$ cat src/rtl/tengbe_rx_snap_capture_if.sv
// ---------------------------------------------------------------------------
// tengbe_rx_snap_capture_if
// BRAM write bus between the RX snapshot capture controller and the
// snapshot BRAM.
//   bram_addr : BRAM write address (ADDR_WIDTH)
//   bram_data : BRAM write data    (DATA_WIDTH)
//   bram_we   : BRAM write enable
// modport master : capture controller (drives the bus)
// modport slave  : BRAM side (observes the bus)
// ---------------------------------------------------------------------------
interface tengbe_rx_snap_capture_if #(
  parameter int ADDR_WIDTH = 11,
  parameter int DATA_WIDTH = 64
);
  logic [ADDR_WIDTH-1:0] bram_addr;
  logic [DATA_WIDTH-1:0] bram_data;
  logic                  bram_we;

  modport master (output bram_addr, output bram_data, output bram_we);
  modport slave  (input  bram_addr, input  bram_data, input  bram_we);
endinterface

$ cat src/rtl/tengbe_rx_snap_capture.sv
// ---------------------------------------------------------------------------
// tengbe_rx_snap_capture
// Capture controller for the 10GbE receive snapshot. On a rising edge of
// ctrl[0] it arms, waits for the (optional) trigger, then writes one window
// of 2^ADDR_WIDTH qualified RX words into the snapshot BRAM and reports
// progress through a status word.
// Ports:
//   user_clk  : sole clock
//   user_rst  : asynchronous active-high reset
//   ctrl      : [0] arm (edge), [1] trig_en, [2] valid_qual
//   rx_data   : RX data word
//   rx_valid  : RX data-valid qualifier
//   trig      : external trigger level
//   bram      : BRAM write bus (master modport), all outputs registered
//   status    : [31] done, [30] busy, [ADDR_WIDTH:0] words written
// ---------------------------------------------------------------------------
module tengbe_rx_snap_capture #(
  parameter int ADDR_WIDTH = 11,
  parameter int DATA_WIDTH = 64
) (
  input  logic                            user_clk,
  input  logic                            user_rst,
  input  logic [31:0]                     ctrl,
  input  logic [DATA_WIDTH-1:0]           rx_data,
  input  logic                            rx_valid,
  input  logic                            trig,
  tengbe_rx_snap_capture_if.master        bram,
  output logic [31:0]                     status
);

  typedef enum logic [1:0] {
    IDLE    = 2'd0,
    ARMED   = 2'd1,
    CAPTURE = 2'd2,
    DONE    = 2'd3
  } state_t;

  // Address of the final word in the window; writing it ends the capture.
  localparam logic [ADDR_WIDTH:0] LAST_ADDR = {1'b0, {ADDR_WIDTH{1'b1}}};

  state_t                  state_reg, state_next;
  logic                    ctrl_q_reg;
  logic [ADDR_WIDTH:0]     count_reg, count_next;
  logic [ADDR_WIDTH-1:0]   bram_addr_reg;
  logic [DATA_WIDTH-1:0]   bram_data_reg;
  logic                    bram_we_reg;
  logic [31:0]             status_reg, status_next;

  logic arm_pulse;
  logic qual;
  logic start;
  logic accept;

  // Only bits [2:0] of the control word carry meaning.
  logic unused_ctrl_bits;
  assign unused_ctrl_bits = ^ctrl[31:3];

  assign arm_pulse = ctrl[0] & ~ctrl_q_reg;
  assign qual      = rx_valid | ~ctrl[2];
  assign start     = ctrl[1] ? trig : 1'b1;

  // Next-state / sample-accept logic. arm_pulse outranks everything so a
  // re-arm aborts a capture in progress without writing on that cycle.
  always_comb begin
    state_next = state_reg;
    count_next = count_reg;
    accept     = 1'b0;
    if (arm_pulse) begin
      state_next = ARMED;
      count_next = '0;
    end else begin
      unique case (state_reg)
        IDLE: ;
        ARMED: begin
          // An unqualified trigger is dropped, not remembered.
          if (start && qual) begin
            accept     = 1'b1;
            count_next = count_reg + 1'b1;
            state_next = CAPTURE;
          end
        end
        CAPTURE: begin
          if (qual) begin
            accept     = 1'b1;
            count_next = count_reg + 1'b1;
            if (count_reg == LAST_ADDR) state_next = DONE;
          end
        end
        DONE: ;
        default: state_next = IDLE;
      endcase
    end
  end

  // Status mirrors the current state/count, so it lags them by one cycle.
  always_comb begin
    status_next                 = '0;
    status_next[31]             = (state_reg == DONE);
    status_next[30]             = (state_reg == ARMED) || (state_reg == CAPTURE);
    status_next[ADDR_WIDTH:0]   = count_reg;
  end

  always_ff @(posedge user_clk or posedge user_rst) begin
    if (user_rst) begin
      state_reg     <= IDLE;
      ctrl_q_reg    <= 1'b0;
      count_reg     <= '0;
      bram_addr_reg <= '0;
      bram_data_reg <= '0;
      bram_we_reg   <= 1'b0;
      status_reg    <= '0;
    end else begin
      state_reg   <= state_next;
      ctrl_q_reg  <= ctrl[0];
      count_reg   <= count_next;
      bram_we_reg <= accept;
      status_reg  <= status_next;
      // Address/data hold their last values between writes.
      if (accept) begin
        bram_addr_reg <= count_reg[ADDR_WIDTH-1:0];
        bram_data_reg <= rx_data;
      end
    end
  end

  assign bram.bram_addr = bram_addr_reg;
  assign bram.bram_data = bram_data_reg;
  assign bram.bram_we   = bram_we_reg;
  assign status         = status_reg;

endmodule

$ cat src/flat_wrapper.sv
// flat-port wrapper written by rule: the top's interface ports become plain ports
module tengbe_rx_snap_capture_flat 
#(
  parameter int ADDR_WIDTH = 11,
  parameter int DATA_WIDTH = 64
)
  (user_clk, user_rst, ctrl, rx_data, rx_valid, trig, status, bram_bram_addr, bram_bram_data, bram_bram_we);
  tengbe_rx_snap_capture_if #(.ADDR_WIDTH(ADDR_WIDTH), .DATA_WIDTH(DATA_WIDTH)) bram_i ();
  input  logic user_clk;
  input  logic user_rst;
  input  logic [31:0] ctrl;
  input  logic [DATA_WIDTH-1:0] rx_data;
  input  logic rx_valid;
  input  logic trig;
  output logic [31:0] status;
  output wire logic [$bits(bram_i.bram_addr)-1:0] bram_bram_addr;
  output wire logic [$bits(bram_i.bram_data)-1:0] bram_bram_data;
  output wire logic [$bits(bram_i.bram_we)-1:0] bram_bram_we;
  assign bram_bram_addr = bram_i.bram_addr;
  assign bram_bram_data = bram_i.bram_data;
  assign bram_bram_we = bram_i.bram_we;
  tengbe_rx_snap_capture #(.ADDR_WIDTH(ADDR_WIDTH), .DATA_WIDTH(DATA_WIDTH)) u_core (.user_clk(user_clk), .user_rst(user_rst), .ctrl(ctrl), .rx_data(rx_data), .rx_valid(rx_valid), .trig(trig), .bram(bram_i), .status(status));
endmodule
$ cat config.mk
export PLATFORM = sky130hd
export DESIGN_NAME = tengbe_rx_snap_capture_flat
export DESIGN_NICKNAME = d
export VERILOG_FILES = /design/src/rtl/tengbe_rx_snap_capture_if.sv /design/src/rtl/tengbe_rx_snap_capture.sv /design/src/flat_wrapper.sv
export SDC_FILE = /design/constraint.sdc
export NUM_CORES = 1
export LEC_CHECK = 0
export BUFFER_PORTS_ARGS = -buffer_cell sky130_fd_sc_hd__buf_2
export CORE_ASPECT_RATIO = 0.75
export CORE_MARGIN = 2
export CORE_UTILIZATION = 46
export DETAILED_ROUTE_END_ITERATION = 10
export PLACE_DENSITY_LB_ADDON = 0.05
export SYNTH_ARGS = -nofsm -noshare
export SYNTH_HDL_FRONTEND = slang
export SYNTH_SLANG_ARGS = --single-unit
$ cat constraint.sdc
create_clock -name user_clk -period 4.3 [get_ports user_clk]
set_clock_uncertainty 0.15 [all_clocks]
set_input_delay 0.215 -clock user_clk [delete_from_list [all_inputs] [get_ports user_clk]]
set_output_delay 0.215 -clock user_clk [all_outputs]
set_load 0.01 [all_outputs]
## Word-level counts from Yosys, hierarchy flattened

Cells that the tools add are included.

| word-level totals | value |
|---|---|
| input port bits | 100 |
| latch bits | 0 |
| register bits after elaboration | 105 |
| bits in read-only memories | 0 |
| word-level logic and storage cells | 38 |
| memories | 0 |
| output and inout port bits | 108 |
| RAM bits | 0 |

| cells by class | value |
|---|---|
| magnitude comparators | 0 |
| equality and inequality tests | 7 |
| add/sub/neg operators | 1 |
| div/mod/pow operators | 0 |
| reductions and logical operators | 5 |
| shift operators | 0 |
| multiply operators | 0 |
| multiplexer cells | 14 |
| bitwise operators | 4 |

Operator list:

| kind | count |
|---|---|
| two-way mux 12 bit | 3 |
| case mux 12 bit (2 select lines) | 1 |
| adder 12 x 1 -> 12 bit (second input constant) | 1 |
| == test 12 x 11 -> 1 bit (second input constant) | 1 |
| != test 3 x 1 -> 1 bit (second input constant) | 3 |
| two-way mux 2 bit | 4 |
| == test 2 bit (second input constant) | 2 |
| two-way mux 1 bit | 4 |
| case mux 2 bit (2 select lines) | 1 |
| AND reduction 4 bit | 1 |
| AND reduction 3 bit | 1 |
| nonzero test 3 bit | 1 |
| == test 2 x 1 -> 1 bit (second input constant) | 1 |
| NOT 1 bit | 2 |
| case mux 1 bit (2 select lines) | 1 |
| bitwise AND 1 bit | 1 |
| logical AND 1 bit | 1 |
| logical OR 1 bit | 1 |
| OR 1 bit | 1 |

## Logic depth before layout (Yosys ltp)

Gate-level depths: netlist of the first run.

| logic depth | value |
|---|---|
| depth after elaboration | 6 |
| mapped depth | 7 |
| gate-level depth less buffers | 6 |

## Worst setup path before layout of the first run

No wires, ideal clock.

| timing | value |
|---|---|
| path type | reg2reg |
| from | reg u_core.state_reg[0] |
| to | reg u_core.count_reg[7] |
| cell stages (with the launch flop) | 8 |
| path buffers | 2 |
| required time | 4.072 ns |
| setup slack | 1.965 ns |
| data arrival time | 2.107 ns |
| setup time | 0.078 ns |
| clock period less this slack | 2.335 ns |
| cells stage by stage | dfrtp_1 inv_1 ha_1 clkbuf_1 or4b_1 buf_2 or4_1 a21oi_1 |

| on the way | value |
|---|---|
| cells in the longest elaborated chain, start to end | 3 |
| elaborated cells between the ends (all ways) | 8 |
| classes of those cells | eq/ne (4); mux (2); reduce/logical (2) |

Ends and longest elaborated chain:

| what | line | source |
|---|---|---|
| from (decl) | tengbe_rx_snap_capture.sv:41 | `state_t state_reg, state_next;` |
| from (signal assigned) | tengbe_rx_snap_capture.sv:113 | `state_reg <= state_next;` |
| == test 2 x 1 -> 1 bit / == test 2 bit (equally long branches) | tengbe_rx_snap_capture.sv:72 | `unique case (state_reg)` |
| != test 3 x 1 -> 1 bit (no line) (tied with other cells) | -- |  |
| AND reduction 3 bit (no line) / two-way mux 12 bit (equally long branches) | -- |  |
| to (signal assigned) | tengbe_rx_snap_capture.sv:115 | `count_reg <= count_next;` |
| to (decl) | tengbe_rx_snap_capture.sv:43 | `logic [ADDR_WIDTH:0] count_reg, count_next;` |

Parallel ways exist; a longest one is shown, timed or not.
A chain may end at the register's enable or synchronous reset.

## Final worst setup path of the first run

| timing | value |
|---|---|
| from | in ctrl[0] |
| to | reg u_core.bram_data_reg[14], in the netlist u_core.bram.bram_data[14] |

| on the way | value |
|---|---|
| cells in the longest elaborated chain, start to end | 2 |

Ends and longest elaborated chain:

| what | line | source |
|---|---|---|
| from (decl) | flat_wrapper.sv:11 | `input logic [31:0] ctrl;` |
| bitwise AND 1 bit | tengbe_rx_snap_capture.sv:58 | `assign arm_pulse = ctrl[0] & ~ctrl_q_reg;` |
| two-way mux 1 bit | tengbe_rx_snap_capture.sv:68 | `if (arm_pulse) begin` |
| to (signal assigned) | tengbe_rx_snap_capture.sv:121 | `bram_data_reg <= rx_data;` |
| to (decl) | tengbe_rx_snap_capture.sv:45 | `logic [DATA_WIDTH-1:0] bram_data_reg;` |

No other way between the ends.

==> metrics.md, run 1 <==
| Metric | Value |
|---|---|
| Post-synth top area share | `62.63%` |
| Share of post-route cells with drive strength above 1 | `49.14%` |
| I/O pin cnt | `208` |
| Drt first pass iters | `4` |
| Area growth, synth to finish | `44.53%` |
| First-pass GRT wire length | `14530 microns` |
| Overall power | `0.003984 W` |
| Mapped cell area | `0.004195 sq mm` |
| Commonest cells post-synth | `dfrtp_1 (105), mux2_2 (75), buf_4 (22)` |
| Worst path bufs/invs | `3` |
| Hpwl dp | `6018 microns` |
| Die H | `86.71 microns` |
| Clk_lat worst skew | `0.33 ns` |
| Worst R2R End | `u_core.bram.bram_data[14]` |
| Max Clock Freq | `370.7 MHz` |
| Slew Viols, Final | `0` |
| Period utilisation layout | `62.74%` |
| Crit end category | `flip-flop` |
| FP Rows | `30` |
| Crit path cell chain | `dlygate4sd3_1, buf_2, nor2b_1, a2111oi_4, buf_4, mux2_2` |
| HP Class | `flip-flop to flip-flop` |
| Final hold viol count | `0` |
| GP Congestion | `0.7926` |
| Detail Route Antenna Nets | `0` |
| TritonCTS buffer count | `9` |
| GRT Residual Overflow | `0` |
| Endpoints failing setup | `0` |
| Hold Startpoint | `u_core.count_reg[11]` |
| TNS Setup | `0 ns` |
| Initial core utilization | `46.76%` |
| Initial antenna violation count | `0` |
| Lkg Pwr | `2.985 nW` |
| Gr usage total | `18.92%` |
| Crit-path leading delay family | `buffers and inverters` |
| Share of flip-flops with an asynchronous set or reset | `100.0%` |
| Max Buffers Root-to-Sink | `2` |
| Status | `complete, no violations` |
| Synth Flop Type | `dfrtp_1` |
| I/O Buffers | `160` |
| Syn_area_per_cell | `14.37 sq um` |
| Remaining DRCs | `0` |
| CP Max Fanout | `57` |
| # diodes | `0` |
| Reg clk slew, reported paths | `0.06 ns` |
| Unique cell type count in the Yosys netlist | `35` |
| DRT iter0 DRCs | `134` |
| Routed wire length per instance | `14.69 microns` |
| Via count | `3047` |
| CP arrival | `2.75 ns` |
| Clock sink count | `105` |
| Post-synth EDFFs | `0` |
| Die Span X | `114.3 microns` |
| Fin area | `0.006063 sq mm` |
| Yosys warns | `0` |
| Vias/cell | `4.798` |
| Post-DP Area | `0.005036 sq mm` |
| Final hold slack | `0.3026 ns` |
| R2R depth | `5` |
| CORE AREA | `0.008971 sq mm` |
| Maxcap violations | `0` |
| Largest register FFs | `64` |
| Multi-input logic area | `0.001424 sq mm` |
| Hold EP | `u_core.status[11]` |
| Vias in the first global route | `2962` |
| Util after Layout | `67.59%` |
| Synth Register Bits | `105` |
| Worst EP required | `4.36 ns` |
| Cell taking the most area after synthesis | `dfrtp_1` |
| Power per Cell Area | `657.1 mW/mm^2` |
| Largest net degree at the start of global routing | `81` |
| Synth area leaders | `dfrtp_1 (63%), mux2_2 (20%), buf_4 (3.9%)` |
| CP max-delay cell | `buf_4` |
| FF/Latch Area | `0.002628 sq mm` |
| Worst Max-Slew Pin Slew | `1.046 ns` |
| Worst Hold Depth | `0` |
| Min cycle time layout | `2.698 ns` |
| # resized after CTS | `0` |
| Drt total wl | `9325 microns` |
| Post-CTS Hold Buffers | `65` |
| RSZ-0062 raised after global routing | `false` |
| Sequential share of the synthesized area | `62.63%` |
| H-tree depth | `3` |
| RR Startpoint | `u_core.state_reg[0]` |
| Relative slew margins | `30.14%` |
| Critical Path Max Stage Delay | `0.63 ns` |
| Fin nets | `623` |
| CTS tree | `done` |
| Post-CTS Repair Setup Buffers | `0` |
| Synth Instances | `292` |
| Flop-to-flop setup slack | `1.64 ns` |
| Root buffer cell | `clkbuf_16` |
| Peak VDD IR | `0.0003671 V` |
| Setup CP Type | `input pin to flip-flop` |
| CP startpoint kind | `input pin` |
| Die area | `0.009908 sq mm` |
| Most common cell in the netlist | `dfrtp_1` |
| Fill cells | `675` |
## cell families (layout without fill, tap and decap cells)
kind of cell	count (synthesis)	in the layout	share of synthesized area [%]
fa+ha+maj	4	4	1.193
flops	105	105	62.63
other cells	1	18	0.08939
mux	76	76	20.37
simple gates	42	42	5.965
compound gates	29	29	4.503
buf+inv	35	249	5.249
## layout make-up
type / instances / share of cell area (%)
clock inverter: 5 / 2.105
timing repair buffer: 229 / 24.47
multi-input combinational: 169 / 23.48
inverter: 5 / 0.3508
sequential: 105 / 43.33
clock buffer: 10 / 3.941
tap: 112 / 2.311
## per-layer routing
metal  global-route usage (%)  vias up  part of all wire, %
met3                    6.643       14                  7.7
met5                        0        -                    0
met1                    24.00     1441                   44
met2                    30.68      130                   46
met4                    6.208        0                  1.5
li1                         -     1462                    -
## worst max-delay path by stage
stage | startpoint | endpoint | slack [ns] | cells past startpoint
3_3_place_gp | u_core.state_reg[0] | u_core.bram.bram_data[29] | 1.70 | 5
5_1_grt | u_core.state_reg[0] | u_core.bram.bram_data[14] | 1.50 | 5
2_1_floorplan | user_rst | u_core.bram.bram_addr[0] | 1.17 | 1
4_1_cts | ctrl[0] | u_core.bram.bram_data[14] | 1.63 | 6
6_report | ctrl[0] | u_core.bram.bram_data[14] | 1.60 | 6
3_5_place_dp | u_core.state_reg[0] | u_core.bram.bram_data[14] | 1.67 | 5
## stage by stage
step | std cells | setup WS [ns]
floorplan | 309 | 1.174
global placement | 554 | 1.700
detailed placement | 554 | 1.674
CTS | 634 | 1.625
global route | 635 | 1.499
finish | 635 | 1.602
## layout by cell type (no fill, tap or decap), types with 6 or more instances in the layout
master | Yosys | routed
nand2_1 | 8 | 8
buf_2 | 5 | 160
o31ai_1 | 6 | 6
conb_1 | 1 | 18
dfrtp_1 | 105 | 105
or4_1 | 6 | 6
clkbuf_16 | 0 | 9
dlygate4sd3_1 | 0 | 66
mux2_2 | 75 | 75
a21oi_1 | 10 | 10
## report_power, final
part / switching [W] / total, W / internal (W)
clock network: 0.000336 / 0.000977 / 0.000640
registers: 0.000180 / 0.00154 / 0.00136
logic: 0.000701 / 0.00147 / 0.000765
total: 0.00122 / 0.00398 / 0.00277
No activity file was read; power rests on OpenSTA's default activity.
==> inputs of run 2 (changes only) <==
--- a/config.mk
+++ b/config.mk
@@ -8,7 +8,7 @@
 export BUFFER_PORTS_ARGS = -buffer_cell sky130_fd_sc_hd__buf_2
 export CORE_ASPECT_RATIO = 0.75
 export CORE_MARGIN = 2
-export CORE_UTILIZATION = 46
+export CORE_UTILIZATION = 41
 export DETAILED_ROUTE_END_ITERATION = 10
 export PLACE_DENSITY_LB_ADDON = 0.05
 export SYNTH_ARGS = -nofsm -noshare
==> constraint.sdc (replaced) <==
create_clock -name user_clk -period 2.2 [get_ports user_clk]
set_clock_uncertainty 0.15 [all_clocks]
set_input_delay 0.11 -clock user_clk [delete_from_list [all_inputs] [get_ports user_clk]]
set_output_delay 0.11 -clock user_clk [all_outputs]
set_load 0.01 [all_outputs]
==> run 2 against run 1 <==
- count of clock-buffer cells in the layout rose by 2
- first-iteration DRC count unchanged
- critical path depth unchanged
- total power grew 99%
- clock power increased by 69%
- setup slack lost 1.6 ns
- hold slack lost 0.038 ns
- routed wire length is 9.6% higher
- global-route usage shrank 0.63 points
- sequential cell count unchanged
- cell count rose by 5.2%
- register-to-register slack worse by 1.6 ns
- critical path type is now flip-flop to flip-flop
==> metrics.md, run 2 (synthesis gave the netlist of run 1 again) <==
| Metric | Value |
|---|---|
| GRT Residual Overflow | `0 (unchanged)` |
| FP Rows | `31 (was 30)` |
| CP startpoint kind | `flip-flop (was input pin)` |
| Clk_lat worst skew | `0.34 ns (was 0.33 ns)` |
| Endpoints failing setup | `0 (unchanged)` |
| Setup CP Type | `flip-flop to flip-flop (was input pin to flip-flop)` |
| Sw Ratio | `31.76% (was 30.55%)` |
| Internal | `0.005416 W (was 0.002767 W)` |
| Vias/cell | `4.722 (was 4.798)` |
| NetSw | `0.002521 W (was 0.001217 W)` |
| Clock sink count | `105 (unchanged)` |
| Peak VDD IR | `0.0007635 V (was 0.0003671 V)` |
| # diodes | `0 (unchanged)` |
| Relative slew margins | `61.39% (was 30.14%)` |
| Power share of the clock group | `20.8% (was 24.5%)` |
| CTS tree | `done (unchanged)` |
| GP Congestion | `0.7511 (was 0.7926)` |
| Min cycle time layout | `2.189 ns` |
| Period utilisation layout | `99.50%` |
| Fill cells | `750 (was 675)` |
| CORE AREA | `0.009813 sq mm (was 0.008971 sq mm)` |
| Post-DP Area | `0.005135 sq mm (was 0.005036 sq mm)` |
| Met3 Track Usage GR | `6.407% (was 6.643%)` |
| Gr busiest metal | `met2 (unchanged)` |
| CP arrival | `2.31 ns (was 2.75 ns)` |
| Maxcap violations | `0 (unchanged)` |
| Crit path cell chain | `inv_1, ha_2, and3b_4, or4b_4, or4_4, a21oi_2 (was dlygate4sd3_1, buf_2, nor2b_1, a2111oi_4, buf_4, mux2_2)` |
| I/O Buffers | `160 (unchanged)` |
| Final hold viol count | `0 (unchanged)` |
| Slew Viols, Final | `0 (unchanged)` |
| FF/Latch Area | `0.002628 sq mm (unchanged)` |
| CP Max Fanout | `8 (was 57)` |
| Multi-input logic area | `0.001465 sq mm (was 0.001424 sq mm)` |
| Routed wire length per instance | `15.30 microns (was 14.69 microns)` |
| Lkg Pwr | `3.060 nW (was 2.985 nW)` |
| Share of post-route cells with drive strength above 1 | `52.43% (was 49.14%)` |
| Die area | `0.01107 sq mm (was 0.009908 sq mm)` |
| Met2 usage | `29.57% (was 30.68%)` |
| Drt total wl | `10220 microns (was 9325 microns)` |
| Largest net degree at the start of global routing | `106 (was 81)` |
| Most frequent cells in the layout | `buf_2 (160), dfrtp_1 (105), mux2_2 (74), dlygate4sd3_1 (66), conb_1 (18) (was buf_2 (160), dfrtp_1 (105), mux2_2 (75), dlygate4sd3_1 (66), conb_1 (18))` |
| Via count | `3154 (was 3047)` |
| HP Class | `input pin to flip-flop (was flip-flop to flip-flop)` |
| Initial antenna violation count | `0 (unchanged)` |
| Status | `complete, no violations (unchanged)` |
| CP max-delay cell | `or4b_4 (was buf_4)` |
| Remaining DRCs | `0 (unchanged)` |
| First-pass GRT wire length | `15790 microns (was 14530 microns)` |
| Gr usage total | `18.29% (was 18.92%)` |
| Root buffer cell | `clkbuf_16 (unchanged)` |
| Reg power frac | `38.1% (was 38.7%)` |
| Largest register FFs | `64 (unchanged)` |
| Vias in the first global route | `3226 (was 2962)` |
| Critical Path Max Stage Delay | `0.57 ns (was 0.63 ns)` |
| Fin nets | `635 (was 623)` |
| Crit end category | `flip-flop (unchanged)` |
| Max Clock Freq | `456.8 MHz` |
| Reg clk slew, reported paths | `0.07 ns (was 0.06 ns)` |
| Finished Layout Cells | `668 (was 635)` |
| H-tree depth | `3 (unchanged)` |
| DRT iter0 DRCs | `134 (unchanged)` |
| Worst Max-Slew Pin Slew | `0.5754 ns (was 1.046 ns)` |
| RSZ-0062 raised after global routing | `true (was false)` |
| TNS Setup | `0 ns (unchanged)` |
| Util after Layout | `63.94% (was 67.59%)` |
| Worst EP required | `2.32 ns (was 4.36 ns)` |
| Max Buffers Root-to-Sink | `2 (unchanged)` |
| Leading cell type in the layout, fill and taps excluded | `buf_2 (unchanged)` |
| Comb power frac | `41.1% (was 36.8%)` |
| Power per Cell Area | `1265 mW/mm^2 (was 657.1 mW/mm^2)` |
| Area growth, synth to finish | `49.57% (was 44.53%)` |
| Detail Route Antenna Nets | `0 (unchanged)` |
| Placed insts | `580 (was 554)` |
| TritonCTS buffer count | `9 (unchanged)` |
| I/O pin cnt | `208 (unchanged)` |
| Fin area | `0.006275 sq mm (was 0.006063 sq mm)` |
| Drt first pass iters | `4 (unchanged)` |
| Hpwl dp | `6075 microns (was 6018 microns)` |
| Die H | `91.60 microns (was 86.71 microns)` |
| Initial core utilization | `42.75% (was 46.76%)` |
| GR Layer Usage met1 | `22.81% (was 24.00%)` |
| Overall power | `0.007937 W (was 0.003984 W)` |
| Die Span X | `120.8 microns (was 114.3 microns)` |
run 2: cell count changes in the layout (fill, tap and decap cells not counted), sizes merged:
cell and change:
clkinv +1, inv -1, clkbuf +4, buf +10
clkinvlp +2, bufinv -3
run 2: per-layer routing:
layer,share of wire [%],vias up
li1,-,1495
met1,44,1512
met2,47,129
met3,7.1,18
met4,1.8,0
met5,0,-
run 2: cell type report:
cell class,instances,area share [%]
Sequential cell,105,41.87
Timing Repair Buffer,241,26.74
Multi-Input combinational cell,169,23.35
Clock buffer,12,4.247
Tap cell,132,2.632
Clock inverter,4,0.7976
Inverter,5,0.3589
run 2: through the flow:
stage          hold slack, ns  setup slack, ns
2_1_floorplan       -0.008570        -0.002681
3_3_place_gp          0.09215         -0.02402
3_5_place_dp          0.09461         -0.07648
4_1_cts                0.2496         0.006150
5_1_grt                0.2834         -0.07571
6_report               0.2650          0.01090
run 2: power by group through the flow:
| stage | Sequential, W | Combinational (W) | Clock, W |
|---|---|---|---|
| 2_1_floorplan | 0.00337 | 0.00154 | 0 |
| 5_1_grt | 0.00313 | 0.00351 | 0.00180 |
| 3_3_place_gp | 0.00301 | 0.00285 | 0 |
| 6_report | 0.00302 | 0.00326 | 0.00165 |
| 4_1_cts | 0.00302 | 0.00310 | 0.00171 |
| 3_5_place_dp | 0.00304 | 0.00290 | 0 |
run 2: worst max-delay path: cells and delay by family, from the launching register on:
family | cells | cell delay, ns
adder cells (fa/ha/maj) | 1 | 0.20
AND/OR/NAND/NOR | 3 | 1.20
buffers and inverters | 1 | 0.06
flip-flops | 1 | 0.39
AO/OA/AOI/OAI | 1 | 0.13
run 2: repair_timing:
| action | in CTS | in global routing |
|---|---|---|
| hold buffers | 66 | 0 |
| endpoints found under the hold margin | 170 | 0 |
| gates resized for setup | 3 | 14 |
| gates cloned | 1 | 3 |
| setup endpoints to repair | 78 | 65 |
| pin swaps | 1 | 0 |
| setup buffers | 2 | 0 |
run 2: path summary, 6_finish.rpt:
path,end,slack [ns],cells after the start,start
min in group asynchronous,u_core.bram.bram_data[0],0.34,4,user_rst
min reg2reg,u_core.status[11],0.29,0,u_core.count_reg[11]
max reg2reg,u_core.count_reg[9],0.01,6,u_core.state_reg[0]
max in group asynchronous,u_core.bram.bram_addr[2],1.16,4,user_rst
max,u_core.count_reg[9],0.01,6,u_core.state_reg[0]
min,u_core.count_reg[8],0.26,5,ctrl[2]
==> inputs of run 3 (changes only) <==
--- a/config.mk
+++ b/config.mk
@@ -8,9 +8,11 @@
 export BUFFER_PORTS_ARGS = -buffer_cell sky130_fd_sc_hd__buf_2
 export CORE_ASPECT_RATIO = 0.75
 export CORE_MARGIN = 2
-export CORE_UTILIZATION = 41
+export CORE_UTILIZATION = 43
+export CTS_BUF_LIST = sky130_fd_sc_hd__clkbuf_8
 export DETAILED_ROUTE_END_ITERATION = 10
 export PLACE_DENSITY_LB_ADDON = 0.05
+export RECOVER_POWER = 50
 export SYNTH_ARGS = -nofsm -noshare
 export SYNTH_HDL_FRONTEND = slang
 export SYNTH_SLANG_ARGS = --single-unit
==> run 3 against run 2 <==
- the flow now finishes with violations (setup timing)
- setup slack lost 0.059 ns
- sequential share of layout area shrank 2.4 points
- first-iteration DRC count grew 6.7%
- sequential cell count is the same
- clock power shrank 24%
- routed wire length grew 10%
- utilization grew 5.5 points
- cell area grew 6.0%
- total power grew 7.5%
- hold slack lost 0.035 ns
- non-clock buffer count grew 15
- via count grew 2.6%
- critical path type unchanged
- largest cell class unchanged
==> metrics.md, run 3 (synthesis gave the netlist of run 1 again) <==
| Metric | Value |
|---|---|
| Status | `finished with violations (was complete, no violations)` |
| Failing checks | `setup timing` |
| CP max-delay cell | `dfrtp_1 (was or4b_4)` |
| Worst Max-Slew Pin Slew | `1.074 ns (was 0.5754 ns)` |
| First-pass GRT wire length | `14920 microns (was 15790 microns)` |
| Worst R2R End | `u_core.bram.bram_data[45] (was u_core.count_reg[9])` |
| Placed insts | `584 (was 580)` |
| Remaining DRCs | `0 (unchanged)` |
| Fill cells | `713 (was 750)` |
| Slew Viols, Final | `0 (unchanged)` |
| Setup CP Type | `flip-flop to flip-flop (unchanged)` |
| CP Max Fanout | `6 (was 8)` |
| CTS tree | `done (unchanged)` |
| HP Class | `input pin to flip-flop (unchanged)` |
| Fin nets | `650 (was 635)` |
| FF/Latch Area | `0.002628 sq mm (unchanged)` |
| TNS Setup | `-0.8563 ns (was 0 ns)` |
| R2R depth | `8 (was 6)` |
| Vias/cell | `4.743 (was 4.722)` |
| Lkg Pwr | `3.318 nW (was 3.060 nW)` |
| Largest net degree at the start of global routing | `54 (was 106)` |
| Finished Layout Cells | `682 (was 668)` |
| Drt total wl | `11290 microns (was 10220 microns)` |
| Overall power | `0.008536 W (was 0.007937 W)` |
| Flop-to-flop setup slack | `-0.05 ns (was 0.01 ns)` |
| FP Rows | `31 (unchanged)` |
| Routed wire length per instance | `16.56 microns (was 15.30 microns)` |
| Drt first pass iters | `4 (unchanged)` |
| CP startpoint kind | `flip-flop (unchanged)` |
| Final hold viol count | `0 (unchanged)` |
| # diodes | `0 (unchanged)` |
| Die Span X | `118.1 microns (was 120.8 microns)` |
| Die area | `0.01057 sq mm (was 0.01107 sq mm)` |
| GP Congestion | `0.7510 (was 0.7511)` |
| RSZ-0062 raised after global routing | `true (unchanged)` |
| Critical Path Max Stage Delay | `0.44 ns (was 0.57 ns)` |
| NetSw | `0.002735 W (was 0.002521 W)` |
| Endpoints failing setup | `50 (was 0)` |
| Final hold slack | `0.2304 ns (was 0.2650 ns)` |
| Hpwl dp | `6320 microns (was 6075 microns)` |
| Relative slew margins | `28.01% (was 61.39%)` |
| Detail Route Antenna Nets | `0 (unchanged)` |
| Max Clock Freq | `444.9 MHz (was 456.8 MHz)` |
| Multi-input logic area | `0.001717 sq mm (was 0.001465 sq mm)` |
| Root buffer cell | `clkbuf_8 (was clkbuf_16)` |
| Clk_lat worst skew | `0.35 ns (was 0.34 ns)` |
| I/O Buffers | `160 (unchanged)` |
| GRT Residual Overflow | `0 (unchanged)` |
| Vias in the first global route | `2976 (was 3226)` |
| RR Startpoint | `u_core.state_reg[1] (was u_core.state_reg[0])` |
| Maxcap violations | `0 (unchanged)` |
| CP endpoint | `u_core.bram.bram_data[45] (was u_core.count_reg[9])` |
| Share of post-route cells with drive strength above 1 | `53.27% (was 52.43%)` |
| Max Buffers Root-to-Sink | `2 (unchanged)` |
| Gr usage total | `18.02% (was 18.29%)` |
| Worst EP required | `2.30 ns (was 2.32 ns)` |
| Setup ws final | `-0.04793 ns (was 0.01090 ns)` |
| Crit end category | `flip-flop (unchanged)` |
| Internal | `0.005801 W (was 0.005416 W)` |
| Sw Ratio | `32.04% (was 31.76%)` |
| CORE AREA | `0.009580 sq mm (was 0.009813 sq mm)` |
| Power share of the clock group | `14.6% (was 20.8%)` |
| Initial antenna violation count | `0 (unchanged)` |
| I/O pin cnt | `208 (unchanged)` |
| Via count | `3235 (was 3154)` |
| Crit path cell chain | `inv_2, ha_4, nand2b_4, a2111oi_4, buf_4, buf_12, clkbuf_16, mux2_2 (was inv_1, ha_2, and3b_4, or4b_4, or4_4, a21oi_2)` |
| Area growth, synth to finish | `58.54% (was 49.57%)` |
| Reg clk slew, reported paths | `0.10 ns (was 0.07 ns)` |
| Largest register FFs | `64 (unchanged)` |
| Critical Path Start | `u_core.state_reg[1] (was u_core.state_reg[0])` |
| Most frequent cells in the layout | `buf_2 (159), dfrtp_1 (105), dlygate4sd3_1 (66), mux2_4 (63), conb_1 (18) (was buf_2 (160), dfrtp_1 (105), mux2_2 (74), dlygate4sd3_1 (66), conb_1 (18))` |
| Power per Cell Area | `1283 mW/mm^2 (was 1265 mW/mm^2)` |
| Min cycle time layout | `2.248 ns (was 2.189 ns)` |
| H-tree depth | `3 (unchanged)` |
| Worst Hold Depth | `5 (unchanged)` |
| Initial core utilization | `43.79% (was 42.75%)` |
| CP arrival | `2.35 ns (was 2.31 ns)` |
| Peak VDD IR | `0.0007216 V (was 0.0007635 V)` |
| Reg power frac | `35.8% (was 38.1%)` |
| Clock sink count | `105 (unchanged)` |
| Period utilisation layout | `102.2% (was 99.50%)` |
| TritonCTS buffer count | `9 (unchanged)` |
| Die H | `89.54 microns (was 91.60 microns)` |
| Leading cell type in the layout, fill and taps excluded | `buf_2 (unchanged)` |
| Comb power frac | `49.5% (was 41.1%)` |
| DRT iter0 DRCs | `143 (was 134)` |
## run 3: cell types whose count changed in the layout (fill, tap and decap cells not counted), sizes merged
cell / before / now
clkbuf: 14 / 17
clkinv: 1 / 2
bufinv: 1 / 2
inv: 4 / 5
buf: 173 / 182
clkinvlp: 3 / 2
## run 3: repair_timing
item / 4_1_cts / 5_1_grt
hold endpoints to repair: 87 / 1
cloned: 0 / 9
endpoints found under the setup margin: 54 / 80
pin swaps: 1 / 2
hold buffers: 65 / 1
buffers inserted: 0 / 8
resized for setup: 1 / 85
## run 3: routing by layer
layer | global-route usage [%] | vias to the layer above | wire length [microns]
met1 | 23.19 | 1588 | 4969
met3 | 7.079 | 14 | 753
met2 | 28.86 | 125 | 5426
met5 | 0 | - | 0
li1 | - | 1508 | -
met4 | 5.038 | 0 | 141
## run 3: through the flow
step           cell area, sq um  util, %  setup slack (ns)
6_report                   6651    69.43          -0.04793
3_5_place_dp               5202    54.30          -0.01777
4_1_cts                    6066    63.31          -0.04477
3_3_place_gp               5202    54.30         -0.009783
5_1_grt                    6651    69.43           -0.1044
2_1_floorplan              4297        -         -0.002681
## run 3: critical path: cells and delay by family, from the launching register on
kind	cells	cell delay [ns]
buf+inv	4	0.57
compound gates	1	0.43
flops	1	0.44
fa+ha+maj	1	0.16
simple gates	1	0.06
mux	1	0.33
## run 3: worst min-delay path by stage
stage | from | slack (ns) | endpoint
finish | ctrl[2] | 0.23 | u_core.count_reg[8]
global route | ctrl[2] | 0.24 | u_core.count_reg[8]
global placement | user_rst | 0.03 | u_core.bram.bram_data[8]
detailed placement | user_rst | 0.03 | u_core.bram.bram_data[8]
CTS | rx_data[18] | -0.17 | u_core.bram.bram_data[18]
floorplan | ctrl[0] | -0.009 | u_core.ctrl_q_reg
## run 3: power by group through the flow
stage / Sequential (W) / Clock [W] / Combinational (W)
2_1_floorplan: 0.00337 / 0 / 0.00154
3_3_place_gp: 0.00300 / 0 / 0.00294
3_5_place_dp: 0.00304 / 0 / 0.00298
4_1_cts: 0.00300 / 0.00130 / 0.00308
5_1_grt: 0.00314 / 0.00137 / 0.00450
6_report: 0.00306 / 0.00125 / 0.00423
## run 3: layout make-up
class / instances / share of cell area [%]
clock buffer: 9 / 1.862
clock inverter: 6 / 1.279
inverter: 5 / 0.3010
multi-input combinational: 169 / 25.81
sequential: 105 / 39.50
tap: 132 / 2.483
timing repair buffer: 256 / 28.76
